==> src/rtl/snake_pkg.sv <==
// Shared snake encodings: direction codes and game FSM states.
// Used by the sequencer, the position datapath and the display logic.
package snake_pkg;

  localparam logic [1:0] DIR_RIGHT = 2'b00;
  localparam logic [1:0] DIR_LEFT  = 2'b01;
  localparam logic [1:0] DIR_UP    = 2'b10;
  localparam logic [1:0] DIR_DOWN  = 2'b11;

  typedef enum logic [2:0] {
    ST_IDLE  = 3'd0,
    ST_RUN   = 3'd1,
    ST_SPAWN = 3'd2,
    ST_OVER  = 3'd3,
    ST_PAUSE = 3'd4
  } state_e;

  // Opposite directions differ only in bit 0.
  function automatic logic [1:0] dir_reverse(input logic [1:0] d);
    return {d[1], ~d[0]};
  endfunction

endpackage

==> src/rtl/snake_dir_queue.sv <==
// Two-entry direction-command FIFO with button edge detection, fixed
// priority (right > left > up > down) and a same/reverse direction filter.
module snake_dir_queue
  import snake_pkg::*;
(
  input  logic       clk,
  input  logic       rst,
  input  logic       clr,
  input  logic       en,
  input  logic       up,
  input  logic       down,
  input  logic       left,
  input  logic       right,
  input  logic [1:0] last_dir,
  input  logic       pop,
  output logic [1:0] head,
  output logic       valid
);

  logic [3:0] btn, btn_q, rise;
  logic [1:0] q_q [2];
  logic [1:0] q_d [2];
  logic [1:0] cnt_q, cnt_d;
  logic [1:0] sel, tail;
  logic       push;

  assign btn  = {right, left, up, down};
  assign rise = btn & ~btn_q;

  always_comb begin
    sel = DIR_DOWN;
    if (rise[3])      sel = DIR_RIGHT;
    else if (rise[2]) sel = DIR_LEFT;
    else if (rise[1]) sel = DIR_UP;
  end

  // Filter against the most recently queued command, or the live direction when empty.
  assign tail = (cnt_q == 2'd2) ? q_q[1] : (cnt_q == 2'd1) ? q_q[0] : last_dir;
  assign push = en && (|rise) && (cnt_q != 2'd2) && (sel != tail) &&
                (sel != dir_reverse(tail));

  always_comb begin
    q_d   = q_q;
    cnt_d = cnt_q;
    if (pop && cnt_q != 2'd0) begin
      q_d[0] = q_q[1];
      cnt_d  = cnt_q - 2'd1;
    end
    if (push) begin
      q_d[cnt_d[0]] = sel;
      cnt_d         = cnt_d + 2'd1;
    end
    if (clr) cnt_d = 2'd0;
  end

  always_ff @(posedge clk) begin
    if (rst) begin
      btn_q  <= 4'b0000;
      cnt_q  <= 2'd0;
      q_q[0] <= DIR_RIGHT;
      q_q[1] <= DIR_RIGHT;
    end else begin
      btn_q <= btn;
      cnt_q <= cnt_d;
      q_q   <= q_d;
    end
  end

  assign head  = q_q[0];
  assign valid = (cnt_q != 2'd0);

endmodule

==> src/rtl/snake_game_sequencer.sv <==
// Snake game FSM: movement tick, apple respawn handshake, length and score.
// Optional macro SNAKE_PAUSE_EN: start edges toggle RUN <-> PAUSE.
module snake_game_sequencer
  import snake_pkg::*;
#(
  parameter int unsigned TICK_DIV = 2500000,
  parameter int unsigned MAX_LEN  = 20
) (
  input  logic       clk,
  input  logic       rst,
  input  logic       start,
  input  logic       up,
  input  logic       down,
  input  logic       left,
  input  logic       right,
  input  logic       apple_hit,
  input  logic       collide_self,
  input  logic       spawn_ack,
  output logic       step,
  output logic       grow,
  output logic [1:0] dir,
  output logic       spawn_req,
  output logic [4:0] body_len,
  output logic [5:0] score,
  output logic       game_over,
  output logic [2:0] state
);

  localparam int unsigned     CntW    = (TICK_DIV > 1) ? $clog2(TICK_DIV) : 1;
  localparam logic [CntW-1:0] CntLast = CntW'(TICK_DIV - 1);
  localparam logic [4:0]      LenMax  = 5'(MAX_LEN);

  state_e          state_q;
  logic [CntW-1:0] cnt_q;
  logic            start_q, start_rise, pause_tog, tick;
  logic            q_clr, q_en, q_pop, q_valid;
  logic [1:0]      q_head, dir_q;
  logic            step_q, grow_q, spawn_req_q, game_over_q;
  logic [4:0]      len_q;
  logic [5:0]      score_q;

  assign start_rise = start & ~start_q;
  assign tick       = (cnt_q == CntLast);

`ifdef SNAKE_PAUSE_EN
  assign pause_tog = start_rise;
`else
  assign pause_tog = 1'b0;
`endif

  assign q_clr = start_rise && (state_q == ST_IDLE || state_q == ST_OVER);
  assign q_en  = (state_q == ST_RUN) || (state_q == ST_SPAWN);
  // Pop exactly when the RUN branch below issues a step.
  assign q_pop = (state_q == ST_RUN) && !collide_self && !apple_hit && !pause_tog && tick;

  snake_dir_queue u_dir_queue (
    .clk      (clk),
    .rst      (rst),
    .clr      (q_clr),
    .en       (q_en),
    .up       (up),
    .down     (down),
    .left     (left),
    .right    (right),
    .last_dir (dir_q),
    .pop      (q_pop),
    .head     (q_head),
    .valid    (q_valid)
  );

  always_ff @(posedge clk) begin
    if (rst) begin
      state_q     <= ST_IDLE;
      cnt_q       <= '0;
      start_q     <= 1'b0;
      dir_q       <= DIR_RIGHT;
      step_q      <= 1'b0;
      grow_q      <= 1'b0;
      spawn_req_q <= 1'b0;
      game_over_q <= 1'b0;
      len_q       <= 5'd0;
      score_q     <= 6'd0;
    end else begin
      start_q <= start;
      step_q  <= 1'b0;
      grow_q  <= 1'b0;
      unique case (state_q)
        ST_IDLE, ST_OVER: begin
          if (start_rise) begin
            state_q     <= ST_RUN;
            cnt_q       <= '0;
            dir_q       <= DIR_RIGHT;
            len_q       <= 5'd0;
            score_q     <= 6'd0;
            game_over_q <= 1'b0;
            spawn_req_q <= 1'b0;
          end
        end
        ST_RUN: begin
          if (collide_self) begin
            state_q     <= ST_OVER;
            game_over_q <= 1'b1;
          end else if (apple_hit) begin
            state_q     <= ST_SPAWN;
            grow_q      <= 1'b1;
            spawn_req_q <= 1'b1;
            if (len_q < LenMax) len_q <= len_q + 5'd1;
            if (score_q != 6'd63) score_q <= score_q + 6'd1;
          end else if (pause_tog) begin
            state_q <= ST_PAUSE;
          end else if (tick) begin
            cnt_q  <= '0;
            step_q <= 1'b1;
            if (q_valid) dir_q <= q_head;
          end else begin
            cnt_q <= cnt_q + CntW'(1);
          end
        end
        ST_SPAWN: begin
          if (collide_self) begin
            state_q     <= ST_OVER;
            game_over_q <= 1'b1;
            spawn_req_q <= 1'b0;
          end else if (spawn_ack && spawn_req_q) begin
            state_q     <= ST_RUN;
            spawn_req_q <= 1'b0;
          end
        end
        ST_PAUSE: begin
          if (pause_tog) state_q <= ST_RUN;
        end
        default: state_q <= ST_IDLE;
      endcase
    end
  end

  assign step      = step_q;
  assign grow      = grow_q;
  assign dir       = dir_q;
  assign spawn_req = spawn_req_q;
  assign body_len  = len_q;
  assign score     = score_q;
  assign game_over = game_over_q;
  assign state     = state_q;

endmodule

==> config.mk <==
export PLATFORM = sky130hd
export DESIGN_NAME = snake_game_sequencer
export DESIGN_NICKNAME = d
export VERILOG_FILES = /design/src/rtl/snake_pkg.sv /design/src/rtl/snake_dir_queue.sv /design/src/rtl/snake_game_sequencer.sv
export SDC_FILE = /design/constraint.sdc
export NUM_CORES = 1
export LEC_CHECK = 0
export ABC_AREA = 1
export ABC_CLOCK_PERIOD_IN_PS = 3200
export BUFFER_PORTS_ARGS = -buffer_cell sky130_fd_sc_hd__buf_2
export CORE_MARGIN = 4
export CORE_UTILIZATION = 40
export CTS_CLUSTER_DIAMETER = 100
export DETAILED_ROUTE_END_ITERATION = 7
export GPL_TIMING_DRIVEN = 0
export PLACE_DENSITY = 0.63
export SLEW_MARGIN = 20
export SYNTH_ARGS = -nofsm -noshare
export SYNTH_HDL_FRONTEND = slang
export SYNTH_HIERARCHICAL = 1
export SYNTH_SLANG_ARGS = --single-unit
==> constraint.sdc <==
create_clock -name clk -period 3.2 [get_ports clk]
set_clock_uncertainty 0.1 [all_clocks]
set_input_delay 0.8 -clock clk [delete_from_list [all_inputs] [get_ports clk]]
set_output_delay 0.8 -clock clk [all_outputs]
set_load 0.01 [all_outputs]
# After elaboration in Yosys (flattened, before gate mapping)
# Cells that the tools add are included.
# totals
wordCells	134
rom_bits	0
latch_bits	0
register_bits	53
mem_count	0
in_bits	10
ramBits	0
output_inout_bits	20
# classes
addsub	5
eq_ne	22
n_shift	0
div	0
n_mul	0
n_mux	49
reduce_logical	33
n_bitwise	8
n_lt_le_gt_ge	3
# op_table
operator	count
two-way mux 22 bit	4
case mux 22 bit (2 select lines)	1
two-way mux 2 bit	13
two-way mux 6 bit	4
adder 22 x 1 -> 22 bit (second input constant)	1
== test 22 bit (second input constant)	1
two-way mux 5 bit	4
two-way mux 3 bit	5
AND reduction 5 bit	3
!= test 2 bit (second input constant)	7
case mux 3 bit (4 select lines)	1
case mux 6 bit (2 select lines)	1
logical AND 1 bit	11
case mux 5 bit (2 select lines)	1
two-way mux 1 bit	9
AND reduction 4 bit	2
OR reduction 4 bit	2
adder 6 x 1 -> 6 bit (second input constant)	1
== test 3 x 2 -> 1 bit (second input constant)	2
!= test 2 x 1 -> 1 bit (second input constant)	3
!= test 6 bit (second input constant)	1
AND reduction 6 bit	1
nonzero test 2 bit	3
OR reduction 2 bit	3
other kinds (30)	36

# Longest topological paths before layout
# depth
ltp_word	13
depth_mapped	14
ltp_nobuf	14

# Cells and area by module
# The synthesis kept the hierarchy.
# by_module_without_submodules
mod	seq_area_each_um2	area_each_um2	cells_each	n_inst
snake_game_sequencer	840.8	2316.0	341	1
snake_dir_queue	200.2	669.4	109	1

# Least setup slack after synthesis
# OpenSTA, ideal clock, no wires.
# synth_path
kind	reg-to-reg
start	register state_q[0], in the netlist state[0]
end	register u_dir_queue.q_q (netlist bit u_dir_queue/head[0])
path_slack_ns	0.949
required_ns	2.973
stages_incl_launch_ff	13
period_less_slack_ns	2.251
arrival_time_ns	2.024
n_path_buf	0
setup_ns	0.127
cell_sequence	dfxtp_1 > ha_1 > inv_1 > nor2_2 > inv_1 > nor3_1 > nand2_2 > nand2_1 > nand2_2 > nand2_1 > nand2_1 > nand2_1 > a21oi_2
# synth_between
elab_chain_len	13
elab_cells_between_ends	21
classes_between	order compare (2); eq/ne (2); mux (6); bitwise (1); reduce/logical (10)
# synth_lines
item	line_no	rtl
start: declaration	snake_game_sequencer.sv:33	state_e state_q;
start signal: assignment	snake_game_sequencer.sv:73	state_q <= ST_IDLE;
start signal: assignment	snake_game_sequencer.sv:90	state_q <= ST_RUN;
start signal: assignment	snake_game_sequencer.sv:101	state_q <= ST_OVER;
== test 3 x 1 -> 1 bit *	snake_game_sequencer.sv:54	assign q_pop = (state_q == ST_RUN) && !collide_self && !apple_hit && !pause_tog && tick;
logical AND 1 bit * (3 in series)	snake_game_sequencer.sv:54	
net q_pop	snake_game_sequencer.sv:36	logic q_clr, q_en, q_pop, q_valid;
logical AND 1 bit *	snake_dir_queue.sv:45	if (pop && cnt_q != 2'd0) begin
two-way mux 2 bit	snake_dir_queue.sv:45	
NOT 1 -> 2 bit (implied by the code)	snake_dir_queue.sv:50	q_d[cnt_d[0]] = sel;
greater-or-equal comparator 2 bit (implied by the code) / less-than comparator 2 x 1 -> 1 bit (equally long branches)	snake_dir_queue.sv:50	
logical AND 1 bit (implied by the code)	snake_dir_queue.sv:50	
two-way mux 2 bit (implied by the code)	snake_dir_queue.sv:50	
demux 2 bit (select 1 bit)	snake_dir_queue.sv:50	
bitwise mux 4 bit	snake_dir_queue.sv:50	
two-way mux 4 bit *	snake_dir_queue.sv:49	if (push) begin
end signal: assignment	snake_dir_queue.sv:65	q_q <= q_d;
end: declaration	snake_dir_queue.sv:21	logic [1:0] q_q [2];
# Mark *: on every way through the listed nets, which the timed path passes. The rest lies on a longest branch.
# A chain may end at the register's enable or synchronous reset.

# Worst setup path after layout
# layout_path
start	register state_q[1], in the netlist state[1]
end	register u_dir_queue.q_q (netlist bit u_dir_queue/head[0])
# Same word-level chain as after synthesis.

==> impl_metrics.yaml <==
floorplan:
  die_w_um: 94.4
  start_util: 0.412
  chipHeight_um: 94.4
  row_count: 31
  fp.coreArea_mm2: 0.00725
  io_pins: 30
  dieArea_mm2: 0.00891
clocking:
  clk_path_buf_depth: 2
  cts_resized: 0
  clk_latency_ps: 310
  root_buffer: "clkbuf_8"
  clock_sink_count: 52
  cts_tree: "built"
  clkSlewWorstSetupHoldPaths_ps: 100
  cts_setup_buffers: 0
  cts_buffers: 5
  hold_buffers: 0
  cts_htree_levels: 2
drt:
  first_pass_iters: 4
  wl_um: 6760
  vias: 2735
  routedWlPerCell_um: 11.6
  drtIter0Drc: 81
  ant_nets: 0
  viasPerCell: 4.68
  drcViolationCount: 0
synthesis:
  synthMuxAreaShare: 0.00335
  synth_top_family_by_area: "simple AND/OR/NAND/NOR gates"
  synth_largest_area_cell: "dfxtp_1"
  synthAdderAreaFrac: 0.0335
  synth-simple-area-share: 0.397
  ys_seq_area_frac: 0.349
  synth_fp_nets: 468
  syn-cell-area_mm2: 0.00299
  synthFlopType: "dfxtp_1"
  yosys-top-cells-area: "dfxtp_1, nand2_1, nor2_1"
  synth_cell_type_count: 38
  ys_warn_count: 6
  synthCells: 450
  async_reset_ff_frac: 0
  synth_compound_area_frac: 0.0884
  ys_ff_latch: 52
  synth_enable_flop_cells: 0
  avgSynthCellArea_um2: 6.63
  synth_top_area_frac: 0.349
  synthXorXnorAreaFrac: 0.0205
hold_path:
  holdCritStartpoint: "body_len[4]$_SDFFE_PP0P_"
  hold_depth: 2
  holdPathEnd: "body_len[4]$_SDFFE_PP0P_"
  hp-class: "flop to flop"
finish:
  area_growth_pct: 12.9
  ff_latch_area_mm2: 0.00104
  fillers: 783
  multi_input_area_mm2: 0.00162
  drive_gt1_frac: 0.150
  final_nets: 503
  antenna_cells: 0
  utilization: 0.465
timing:
  drv_slew: 0
  finalCritPeriodShare: 0.821
  worstMarginPinSlew_ps: 551
  slew_headroom: 0.630
  hold_ws_ps: 404
  setup_viol_count_final: 0
  fmax_mhz: 381
  finalHoldViolCount: 0
  fin_crit_ps: 2630
  rsz0062_at_grt: "false"
  final.setup.tns_ps: 0
global_routing:
  grt_max_degree: 17
  grt_pass1_wl_um: 11900
  antenna_found_initial: 0
  grt_util_all_layers: 0.166
  use_met2: 0.298
  grt_use_met1: 0.198
  top_usage_layer: "met2"
  first_global_vias: 2741
  grt_overflow: 0
  gr-usage-met3: 0.0303
critical_path:
  r2r_end: "u_dir_queue/head[0]$_SDFF_PP0_"
  required_ps: 3300
  cp_max_fo: 7
  crit_arrival_ps: 2720
  worstSetupStartpoint: "state[1]$_SDFFE_PP0P_"
  reg2reg_depth: 13
  startpoint_type: "flop"
  cp-end-kind: "flop"
  crit_type: "flop to flop"
  r2r_start: "state[1]$_SDFFE_PP0P_"
  r2r_setup_slack_ps: 570
job:
  drv_cap: 0
run_status:
  outcome: "completed"
power:
  leakagePower_nw: 1.44
  worst_ir_drop_vdd_mv: 0.420
  total_power_mw: 2.16
  power_per_cell_area_mw_per_mm2: 639
place:
  portBuffers: 28
  place_congestion: 0.857
  post-dp-hpwl_um: 5230
==> report_power, final <==
group	internal (mW)	leakage, nW	total, mW	switching (mW)
Sequential	0.705	0.422	0.752	0.0468
Combinational	0.300	0.959	0.920	0.620
Clock	0.256	0.0614	0.484	0.228
Total	1.26	1.44	2.16	0.895
==> final cells by class <==
cell class,count,share of cell area
timing repair buffer,28,0.0416
multi-input combinational,321,0.482
clock inverter,2,0.0115
tap,99,0.0367
sequential,52,0.309
inverter,67,0.0746
buffer,10,0.0204
clock buffer,6,0.0245
==> sequential cells by signal, summed over array words and instances (netlist names), 2 cells and up, named ones only <==
signal and flops:
dir 2, u_dir_queue/btn_q 4, cnt_q 22, score 6
u_dir_queue/head 2, u_dir_queue/cnt_q 2, body_len 5, state 2
==> Yosys cell counts, types with 7 or more instances <==
cell type and count:
nand2_1 112, nor2_1 72, inv_1 63, dfxtp_1 52, nand3_1 27, a21oi_1 19
nand4_1 17, nor3_1 10, o21ai_0 10, ha_1 8, nand2_2 7
==> cell usage in the layout (no fill, tap or decap), drive strengths merged, types with 3 or more instances in the layout <==
cell,Yosys,routed
xor2,3,3
nand3b,3,3
xnor2,4,4
clkbuf,3,9
nor3,12,12
nand3,29,29
nor2,79,79
a21oi,22,22
buf,7,35
inv,67,67
o21ai,14,14
nand4,17,17
ha,8,8
nand2,119,119
dfxtp,52,52
==> routing by layer <==
layer	up-vias	part of all wire
li1	1480	-
met1	1212	0.47
met2	33	0.49
met3	10	0.025
met4	0	0.018
met5	-	0
==> worst max-delay path by stage <==
stage                     depth (start not counted)                         endpoint  slack (ps)
after floorplan                                  12   u_dir_queue/head[0]$_SDFF_PP0_         950
after global placement                           12   u_dir_queue/head[0]$_SDFF_PP0_         590
after detailed placement                         12   u_dir_queue/head[0]$_SDFF_PP0_         570
after CTS                                        13   u_dir_queue/head[0]$_SDFF_PP0_         550
after global routing                             12  u_dir_queue/cnt_q[0]$_SDFF_PP0_         180
final                                            13   u_dir_queue/head[0]$_SDFF_PP0_         570
==> logic make-up after synthesis <==
kind of cell	Yosys count
simple gates	263
buf+inv	77
flops	52
compound gates	41
fa+ha+maj	8
xor+xnor	7
other cells	1
mux	1
==> per-stage QoR <==
step           area (um2)  setup slack [ps]  std cells
4_1_cts              3370               546        585
2_1_floorplan        2990               949        450
6_report             3370               573        585
3_3_place_gp         3250               594        577
3_5_place_dp         3250               573        577
5_1_grt              3370               181        585
==> critical path, cell delays in order, from the launching register on <==
cell and delay (ps):
dfxtp_1 350, inv_1 60, ha_1 300, inv_1 240, nor2_2 210, inv_1 110, nor3_1 480, nand2_2 190
nand2_1 100, nand2_1 110, nand3_1 90, nand2_1 50, nand2_1 70, a21oi_2 40
No activity file was read; power rests on OpenSTA's default activity.
